===== src/rtl/sara_pkg.sv =====
// Shared types and width/encoding helpers for the SARA accuracy controller.
package sara_pkg;

  typedef enum logic [1:0] {
    MEASURE = 2'd0,
    DECIDE  = 2'd1,
    SETTLE  = 2'd2
  } state_e;

  localparam int unsigned MAX_NG = 64;

  function automatic int unsigned f_ng(input int unsigned size, input int unsigned gs);
    return size / gs;
  endfunction

  function automatic int unsigned f_lvl_w(input int unsigned ng);
    return $clog2(ng + 1);
  endfunction

  function automatic int unsigned f_acc_w(input int unsigned size, input int unsigned window);
    return size + 1 + $clog2(window);
  endfunction

  // Bit i (0-based) is set when i < lvl, i.e. the lowest lvl groups run exact.
  function automatic logic [MAX_NG-1:0] f_therm(input int unsigned lvl);
    logic [MAX_NG-1:0] t;
    t = '0;
    for (int unsigned i = 0; i < MAX_NG; i++) begin
      if (i < lvl) begin
        t[i] = 1'b1;
      end else begin
        t[i] = 1'b0;
      end
    end
    return t;
  endfunction

endpackage


===== src/rtl/sara_err_unit.sv =====
// Combinational absolute error between the exact sum A+B+CIN and the
// approximate adder result {COUT, SUM}.
module sara_err_unit #(
  parameter int unsigned SIZE = 16
) (
  input  logic [SIZE:1] a_i,
  input  logic [SIZE:1] b_i,
  input  logic          cin_i,
  input  logic [SIZE:1] sum_i,
  input  logic          cout_i,
  output logic [SIZE:0] err_o
);

  logic [SIZE:0] exact_s;
  logic [SIZE:0] approx_s;

  always_comb begin
    exact_s  = {1'b0, a_i} + {1'b0, b_i} + {{SIZE{1'b0}}, cin_i};
    approx_s = {cout_i, sum_i};
    if (exact_s >= approx_s) begin
      err_o = exact_s - approx_s;
    end else begin
      err_o = approx_s - exact_s;
    end
  end

endmodule


===== src/rtl/sara_accuracy_ctrl.sv =====
// Closed-loop accuracy controller for a SARA approximate adder.
// Optional statistics outputs are enabled with `define SARA_CTRL_STATS_EN.
module sara_accuracy_ctrl
  import sara_pkg::*;
#(
  parameter int unsigned SIZE      = 16,
  parameter int unsigned GROUPSIZE = 8,
  parameter int unsigned WINDOW    = 64,
  parameter int unsigned ERR_HI    = 256,
  parameter int unsigned ERR_LO    = 16
) (
  input  logic                                             clk,
  input  logic                                             rst,
  input  logic                                             in_valid,
  output logic                                             in_ready,
  input  logic [SIZE:1]                                    A,
  input  logic [SIZE:1]                                    B,
  input  logic                                             CIN,
  input  logic [SIZE:1]                                    APPROX_SUM,
  input  logic                                             APPROX_COUT,
  output logic [SIZE/GROUPSIZE:1]                          ApproxRCON,
  output logic [f_lvl_w(f_ng(SIZE, GROUPSIZE))-1:0]        level,
  output logic                                             window_done
`ifdef SARA_CTRL_STATS_EN
  ,
  output logic [15:0]                                      win_count,
  output logic [SIZE:0]                                    err_peak
`endif
);

  localparam int unsigned NG = f_ng(SIZE, GROUPSIZE);
  localparam int unsigned LW = f_lvl_w(NG);
  localparam int unsigned AW = f_acc_w(SIZE, WINDOW);
  localparam int unsigned CW = $clog2(WINDOW);

  state_e        state_q, state_d;
  logic [LW-1:0] level_q, level_d;
  logic [NG:1]   rcon_q, rcon_d;
  logic [AW-1:0] acc_q, acc_d;
  logic [CW-1:0] cnt_q, cnt_d;
  logic          rdy_q, rdy_d;
  logic          done_q, done_d;

  logic [SIZE:0] err_s;
  logic          accept_s;
  logic [AW:0]   acc_sum_s;

  sara_err_unit #(.SIZE(SIZE)) u_err (
    .a_i    (A),
    .b_i    (B),
    .cin_i  (CIN),
    .sum_i  (APPROX_SUM),
    .cout_i (APPROX_COUT),
    .err_o  (err_s)
  );

  // rdy_q is high exactly when the state register holds MEASURE.
  assign accept_s  = in_valid && rdy_q;
  assign acc_sum_s = {1'b0, acc_q} + (AW+1)'(err_s);

  always_comb begin
    state_d = state_q;
    level_d = level_q;
    acc_d   = acc_q;
    cnt_d   = cnt_q;
    case (state_q)
      MEASURE: begin
        if (accept_s) begin
          acc_d = acc_sum_s[AW] ? {AW{1'b1}} : acc_sum_s[AW-1:0];
          cnt_d = cnt_q + CW'(1);
          if (cnt_q == CW'(WINDOW - 1)) begin
            state_d = DECIDE;
          end else begin
            state_d = MEASURE;
          end
        end else begin
          state_d = MEASURE;
        end
      end
      DECIDE: begin
        acc_d = '0;
        cnt_d = '0;
        // A step that would leave [0, NG] is clamped and treated as no change.
        if (acc_q > AW'(ERR_HI) && level_q != LW'(NG)) begin
          level_d = level_q + LW'(1);
        end else if (acc_q < AW'(ERR_LO) && level_q != LW'(0)) begin
          level_d = level_q - LW'(1);
        end else begin
          level_d = level_q;
        end
        state_d = (level_d != level_q) ? SETTLE : MEASURE;
      end
      SETTLE: begin
        state_d = MEASURE;
      end
      default: begin
        state_d = MEASURE;
      end
    endcase
    rcon_d = NG'(f_therm(32'(level_d)));
    rdy_d  = (state_d == MEASURE);
    done_d = (state_d == DECIDE);
  end

  always_ff @(posedge clk) begin
    if (rst) begin
      state_q <= MEASURE;
      level_q <= LW'(NG);
      rcon_q  <= {NG{1'b1}};
      acc_q   <= '0;
      cnt_q   <= '0;
      rdy_q   <= 1'b1;
      done_q  <= 1'b0;
    end else begin
      state_q <= state_d;
      level_q <= level_d;
      rcon_q  <= rcon_d;
      acc_q   <= acc_d;
      cnt_q   <= cnt_d;
      rdy_q   <= rdy_d;
      done_q  <= done_d;
    end
  end

  assign in_ready    = rdy_q;
  assign window_done = done_q;
  assign level       = level_q;
  assign ApproxRCON  = rcon_q;

`ifdef SARA_CTRL_STATS_EN
  logic [15:0]   win_q, win_d;
  logic [SIZE:0] peak_run_q, peak_run_d;
  logic [SIZE:0] peak_q, peak_d;

  // Running peak is tracked per window and published when the window closes.
  always_comb begin
    win_d      = win_q;
    peak_run_d = peak_run_q;
    peak_d     = peak_q;
    case (state_q)
      MEASURE: begin
        if (accept_s && err_s > peak_run_q) begin
          peak_run_d = err_s;
        end else begin
          peak_run_d = peak_run_q;
        end
      end
      DECIDE: begin
        peak_d     = peak_run_q;
        peak_run_d = '0;
        if (win_q != 16'hFFFF) begin
          win_d = win_q + 16'd1;
        end else begin
          win_d = win_q;
        end
      end
      default: begin
        peak_run_d = peak_run_q;
      end
    endcase
  end

  always_ff @(posedge clk) begin
    if (rst) begin
      win_q      <= 16'd0;
      peak_run_q <= '0;
      peak_q     <= '0;
    end else begin
      win_q      <= win_d;
      peak_run_q <= peak_run_d;
      peak_q     <= peak_d;
    end
  end

  assign win_count = win_q;
  assign err_peak  = peak_q;
`endif

endmodule


===== config.mk =====
export PLATFORM = sky130hd
export DESIGN_NAME = sara_accuracy_ctrl
export DESIGN_NICKNAME = d
export VERILOG_FILES = /design/src/rtl/sara_pkg.sv /design/src/rtl/sara_err_unit.sv /design/src/rtl/sara_accuracy_ctrl.sv
export SDC_FILE = /design/constraint.sdc
export NUM_CORES = 1
export LEC_CHECK = 0
export CORE_ASPECT_RATIO = 0.75
export CORE_MARGIN = 2
export CORE_UTILIZATION = 50
export DETAILED_ROUTE_END_ITERATION = 8
export GPL_TIMING_DRIVEN = 0
export PLACE_DENSITY_LB_ADDON = 0.1
export RECOVER_POWER = 100
export SLEW_MARGIN = 20
export SYNTH_ARGS = -nofsm -noshare
export SYNTH_HDL_FRONTEND = slang
export SYNTH_SLANG_ARGS = --single-unit

===== constraint.sdc =====
create_clock -name clk -period 11.35 [get_ports clk]
set_input_delay 2.27 -clock clk [delete_from_list [all_inputs] [get_ports clk]]
set_output_delay 2.27 -clock clk [all_outputs]
set_load 0.01 [all_outputs]

## Word-level counts from Yosys, hierarchy flattened

Cells that the tools add are included.

- $add $sub $neg: 8
- Multiply operators: 0
- Div/mod/pow operators: 0
- Magnitude comparators: 5
- Equal/unequal tests: 6
- Shift operators: 0
- Multiplexer cells: 16
- Bitwise gates (word level): 0
- Reductions and logical operators: 8

Operator list:

| operator | number |
|---|---|
| 23-bit 2-to-1 mux | 2 |
| 23-bit one-hot mux with 2 select lines | 1 |
| 17-bit subtractor | 2 |
| 23-bit by 17-bit adder with 24-bit output | 1 |
| 23-bit by 9-bit greater-than comparator with 1-bit output, second input constant | 1 |
| 23-bit by 5-bit < comparator with 1-bit output, second input constant | 1 |
| 16-bit by 16-bit adder with 17-bit output | 1 |
| 17-bit by 1-bit adder with 17-bit output | 1 |
| 17-bit greater-or-equal comparator | 1 |
| 17-bit 2-to-1 mux | 1 |
| 2-bit 2-to-1 mux | 6 |
| 6-bit one-hot mux with 2 select lines | 1 |
| 6-bit by 1-bit adder with 6-bit output, second input constant | 1 |
| 6-bit equality test, second input constant | 1 |
| 6-bit 2-to-1 mux | 1 |
| 2-bit by 1-bit equality test with 1-bit output, second input constant | 2 |
| 2-bit zero test | 2 |
| 1-bit by 2-bit < comparator with 1-bit output, first input constant | 2 |
| 2-bit != test, second input constant | 2 |
| 2-bit one-hot mux with 2 select lines | 1 |
| 2-bit nonzero test | 2 |
| 1-bit logical AND | 3 |
| 1-bit 2-to-1 mux | 3 |
| 2-bit by 1-bit adder with 2-bit output, second input constant | 1 |
| 3 further kinds | 3 |

- Bits in registers: 37
- Latch bits: 0
- Bits in writable memories: 0
- Bits in read-only memories: 0
- Input port bits: 53
- Output and inout port bits: 6
- Logic and storage cells: 50
- Memories kept: 0

## Depth between registers and ports, before layout

- Depth after elaboration: 9
- Mapped depth: 37
- Mapped depth without buffers: 32

## Modules after synthesis

From an unflattened synthesis, not the netlist that was laid out.

- Cells, all modules: 734
- Area total of the unflattened synthesis: 5378.9 µm²

Modules (own cells, without submodules):

| module | times used | cells an instance | area each (µm²) | sequential area each (µm²) |
|---|---|---|---|---|
| sara_err_unit | 1 | 412 | 2825.2 | 0.0 |
| sara_accuracy_ctrl | 1 | 322 | 2553.7 | 720.7 |

## Worst setup path before layout

Ideal clock, no wire load.

- Kind: input -> register
- Start: in A[1] (netlist bit)
- End: reg acc_q[10]
- Setup time: 116 ps
- Arrival time: 8152 ps
- Required time: 11234 ps
- Setup slack: 3082 ps
- Stages: 35
- Path buffers: 5
- Cell sequence: fa_1 -> inv_1 -> fa_1 -> nor2b_1 -> o21ai_0 -> nand2b_1 -> a21o_1 -> a31o_2 -> nand4_1 -> a31oi_1 -> a31oi_1 -> xnor2_1 -> ha_1 -> clkbuf_1 -> and4_4 -> and3_1 -> a31o_2 -> a21o_1 -> a41o_1 -> buf_6 -> buf_6 -> a31oi_1 -> xor2_1 -> ha_1 -> a21oi_1 -> a21oi_1 -> o31ai_1 -> a31o_2 -> a21oi_4 -> a21o_4 -> nor2b_4 -> buf_6 -> buf_6 -> o21ai_0 -> nand2_1

- Cells in the longest elaborated chain, start to end: 8
- Elaborated cells between the ends (all ways): 10
- Those cells by class: add/sub (5); order compare (1); mux (4)

Ends and longest elaborated chain:

| item | RTL line | text |
|---|---|---|
| from (decl) | sara_accuracy_ctrl.sv:16 | `input logic [SIZE:1] A,` |
| 16-bit by 16-bit adder with 17-bit output (*) | sara_err_unit.sv:18 | `exact_s = {1'b0, a_i} + {1'b0, b_i} + {{SIZE{1'b0}}, cin_i};` |
| 17-bit by 1-bit adder with 17-bit output (*) | sara_err_unit.sv:18 |  |
| 17-bit subtractor, or another cell as far along | sara_err_unit.sv:23 | `err_o = approx_s - exact_s;` |
| 17-bit 2-to-1 mux (*) | sara_err_unit.sv:20 | `if (exact_s >= approx_s) begin` |
| 23-bit by 17-bit adder with 24-bit output (*) | sara_accuracy_ctrl.sv:59 | `assign acc_sum_s = {1'b0, acc_q} + (AW+1)'(err_s);` |
| 23-bit 2-to-1 mux (*) | sara_accuracy_ctrl.sv:69 | `acc_d = acc_sum_s[AW] ? {AW{1'b1}} : acc_sum_s[AW-1:0];` |
| 23-bit 2-to-1 mux (*) | sara_accuracy_ctrl.sv:68 | `if (accept_s) begin` |
| 23-bit one-hot mux with 2 select lines (*) | sara_accuracy_ctrl.sv:66 | `case (state_q)` |
| to (signal assigned) | sara_accuracy_ctrl.sv:110 | `acc_q <= '0;` |
| to (signal assigned) | sara_accuracy_ctrl.sv:118 | `acc_q <= acc_d;` |
| to (decl) | sara_accuracy_ctrl.sv:39 | `logic [AW-1:0] acc_q, acc_d;` |

Every way passes the cells marked *; elsewhere a longest branch is shown, timed or not. The select of a mux whose other input is x is not followed.
A chain may end at the register's enable or synchronous reset.

## Worst setup path in the final report

- Start: in A[1] (netlist bit)
- End: reg acc_q[11]

Same word-level chain as after synthesis.

==> summary.md <==
| Metric | Value |
|---|---|
| Total power per unit cell area | `between 150 and 200 mW/mm²` |
| End point of the critical path | `acc_q[11]$_SDFFE_PP0P_` |
| Required time of the worst setup path | `between 10 and 15 ns` |
| Routed wirelength normalized by instance count | `roughly 14 µm` |
| Clock tree from TritonCTS | `built` |
| CP Buf/Inv Count | `7` |
| Post-synthesis instance total | `about 620` |
| Most instantiated flip-flop cell in the synthesis netlist | `dfxtp_1` |
| Wire length of the first global-routing pass | `18.3 mm` |
| HP Start | `acc_q[0]$_SDFFE_PP0P_` |
| Multiplexer area fraction after synthesis | `0.00641` |
| Number of top-level pins | `roughly 60` |
| Combinational group share of total power | `0.697` |
| Outcome | `finished, final reports clean` |
| Number of global-route vias before repair | `3937` |
| Clk slew on worst S/H paths | `approximately 0.050 ns` |
| Critical Path Slowest Stage Cell | `nor4b_1` |
| Max-slew headroom | `0.363` |
| Portion of total power attributed to the clock network | `0.129` |
| Number of hold buffers added after cts | `0` |
| Worst-margin pin slew | `0.948 ns` |
| Internal power summed over all cells | `0.595 mW` |
| RSZ-0062 raised after global routing | `no` |
| Most frequent standard cell in the layout excluding fill and tap cells | `ha_1` |
| Total number of placement rows | `30` |
| Simple logic cell fraction of the synthesized area | `0.195` |
| Share of total power consumed by net switching | `0.455` |
| Clock Sinks | `36` |
| Switching power total | `around 0.5 mW` |
| Wirelength, routed | `11.1 mm` |
| Placed wire-length estimate after detailed placement | `around 9.3 mm` |
| Overall Global Routing Usage | `0.221` |
| Maximum ir drop on the vdd rail | `0.114 mV` |
| Area overhead of the layout relative to synthesis | `18.4%` |
| Ant. Diodes | `0` |
| Antenna Violating Nets Remaining | `0` |
| Number of storage elements in the synthesis netlist | `36` |
| Layer with the highest usage after global routing | `met1` |
| Max incr delay on CP | `a little over 0.5 ns` |
| Final worst-path cycle share | `0.875` |
| Stages on the worst setup path | `36` |
| Finished layout cell area | `roughly 0.0056 mm²` |
| Total Nets Final | `808` |
| Post-Place Worst Slack | `1.80 ns` |
| # resized after CTS | `0` |
| Placed inst area | `roughly 0.0054 mm²` |
| Vias per cell | `roughly 5.6` |
| Met3 track demand over resource | `0.0491` |
| Capture instance of the worst register-to-register path | `acc_q[11]$_SDFFE_PP0P_` |
| Crit end category | `register` |
| Cell family with the largest share of critical-path delay | `compound AO/OA/AOI/OAI gates` |
| Core Area | `between 0.009 and 0.01 mm²` |
| Die area | `a little over 0.01 mm²` |
| Cell chosen for the clock root | `clkbuf_16` |
| Horizontal die dimension | `between 100 and 150 µm` |
| Number of port buffers | `58` |
| Met1 Usage GRT | `0.341` |
| Avg Synthesized Cell Area | `7.62 µm²` |
| Reg2reg path depth | `12` |
| Via count | `about 4500` |
| CP Class | `primary input to register` |
| Count of non-filler cells in the finished layout | `808` |
| Proportion of synthesized chip area in sequential cells | `0.154` |
| Layout cell share with drive strength beyond 1 | `0.0647` |
| Number of levels in the clock H-tree | `2` |
| Iteration count of the initial detailed-routing pass | `5` |
| Fraction of registers with async set or reset after synthesis | `0` |
| Adder and majority cell fraction of the synthesized area | `0.208` |
| Overall power after layout | `~1.1 mW` |
| WP data arrival | `about 10 ns` |
| Most frequent cells in the layout | `ha_1, nand2_1, inv_1` |
| Startpoint Class | `primary input` |
| Worst Hold Class | `register to register` |
| Clock latency on the worst-skew pair | `approximately 0.28 ns` |
| Initial antenna violation count | `0` |
| Total of max-cap violations | `0` |
| Fin crit period | `between 9 and 10 ns` |
| Largest family of logic cells by synthesized area | `compound AO/OA/AOI/OAI gates` |
| XOR/XNOR Fraction of Synth Area | `0.0878` |
| Max Clock Skew | `0.00364 ns` |
| Core occupancy in the finished layout | `0.611` |
| Initial detailed-routing violation count | `about 300` |
| Final setup slack of the worst path | `1.42 ns` |
| Hold Slack | `approximately 0.47 ns` |
| Leakage power | `roughly 2.6 nW` |
| Placed instance count | `801` |
| Vertical die dimension | `~88 µm` |
| Final Max Slew Viols | `0` |
| Setup-violating endpoint count in the final report | `0` |
| Worst reg2reg setup slack | `approximately 8.0 ns` |
| Number of enable flip-flop cells after synthesis | `0` |
| FF-to-FF Start | `acc_q[6]$_SDFFE_PP0P_` |
| Number of nets in the synthesized netlist | `743` |
| Residual overflow from global routing | `0` |
| Flop pwr share | `0.175` |
| Setup TNS | `0 ns` |
| Cell area after synthesis | `about 0.0047 mm²` |
| Worst setup path startpoint | `A[1]` |
| Largest driver fanout on the critical path | `10` |
| Met2 track demand over resource | `0.326` |
| Final number of hold-violating endpoints | `0` |
| Ys Warns | `0` |
| Cts bufs inserted | `5` |
| Synth unique cells | `64` |
| Routability cong. | `a little over 0.9` |
| Fmax | `roughly 100 MHz` |
| Buffer count from post-CTS setup fixing | `0` |
| Maximum number of pins on one net before global-route repair | `11` |
| Starting density of the core | `0.516` |
| Post-detailed-route DRC marker count | `0` |
| Buffer levels on the longest clock path | `2` |
| Share of the synthesized area in compound gates (AO/OA/AOI/OAI) | `0.278` |
-- sequential cells by signal, indices dropped and copies added (netlist names) --
signal	count
acc_q	23
state_q	2
window_done	1
in_ready	1
ApproxRCON	1
cnt_q	6
level	2
-- cell families after synthesis --
kind of cell	count (synthesis)
AO/OA/AOI/OAI	196
XOR/XNOR	47
adder cells (fa/ha/maj)	75
buffers and inverters	73
flip-flops	36
multiplexers	3
AND/OR/NAND/NOR	185
-- power groups by stage --
stage                     Clock, mW  Combinational (mW)  Sequential (mW)
after floorplan                   0               0.611            0.185
after global placement            0               0.751            0.191
after detailed placement          0               0.767            0.193
after CTS                     0.143               0.772            0.191
after global routing          0.149               0.856            0.195
final                         0.141               0.762            0.191
-- synthesized netlist by cell type, types with 13 or more instances --
cell / count / area, µm²
ha_1: 70 / 876
nand2_1: 60 / 225
inv_1: 52 / 195
a21oi_1: 44 / 220
o21ai_0: 44 / 220
nor2_1: 41 / 154
dfxtp_1: 36 / 721
xnor2_1: 28 / 245
a21o_1: 27 / 203
xor2_1: 19 / 166
nor3_1: 13 / 65.1
-- layout make-up --
cell class	count	area, µm²
buffer	21	133
clock buffer	7	153
fill	899	3530
inverter	52	195
multi-input combinational	506	3610
sequential	36	721
tap	128	160
timing repair buffer	58	581
-- worst register-to-register path: cells and delay by family (launching register included) --
| kind | cells | cell delay [ns] |
|---|---|---|
| AND/OR/NAND/NOR | 4 | 0.90 |
| AO/OA/AOI/OAI | 5 | 1.13 |
| adder cells (fa/ha/maj) | 1 | 0.41 |
| flip-flops | 1 | 0.33 |
| buffers and inverters | 2 | 0.58 |
-- routing by layer --
layer / vias to the layer above / wire, µm
met2: 103 / 4570
met5: - / 0
li1: 2331 / -
met1: 2068 / 5850
met3: 6 / 672
met4: 0 / 32
-- how the worst min path moves through the flow --
| stage | endpoint | slack, ns | cells past startpoint |
|---|---|---|---|
| after global routing | acc_q[11]$_SDFFE_PP0P_ | 0.48 | 2 |
| final | acc_q[0]$_SDFFE_PP0P_ | 0.47 | 2 |
| after CTS | acc_q[11]$_SDFFE_PP0P_ | 0.47 | 2 |
| after detailed placement | acc_q[11]$_SDFFE_PP0P_ | 0.46 | 2 |
| after floorplan | acc_q[14]$_SDFFE_PP0P_ | 0.44 | 2 |
| after global placement | acc_q[0]$_SDFFE_PP0P_ | 0.45 | 2 |
(Power assumes the default switching activity.)
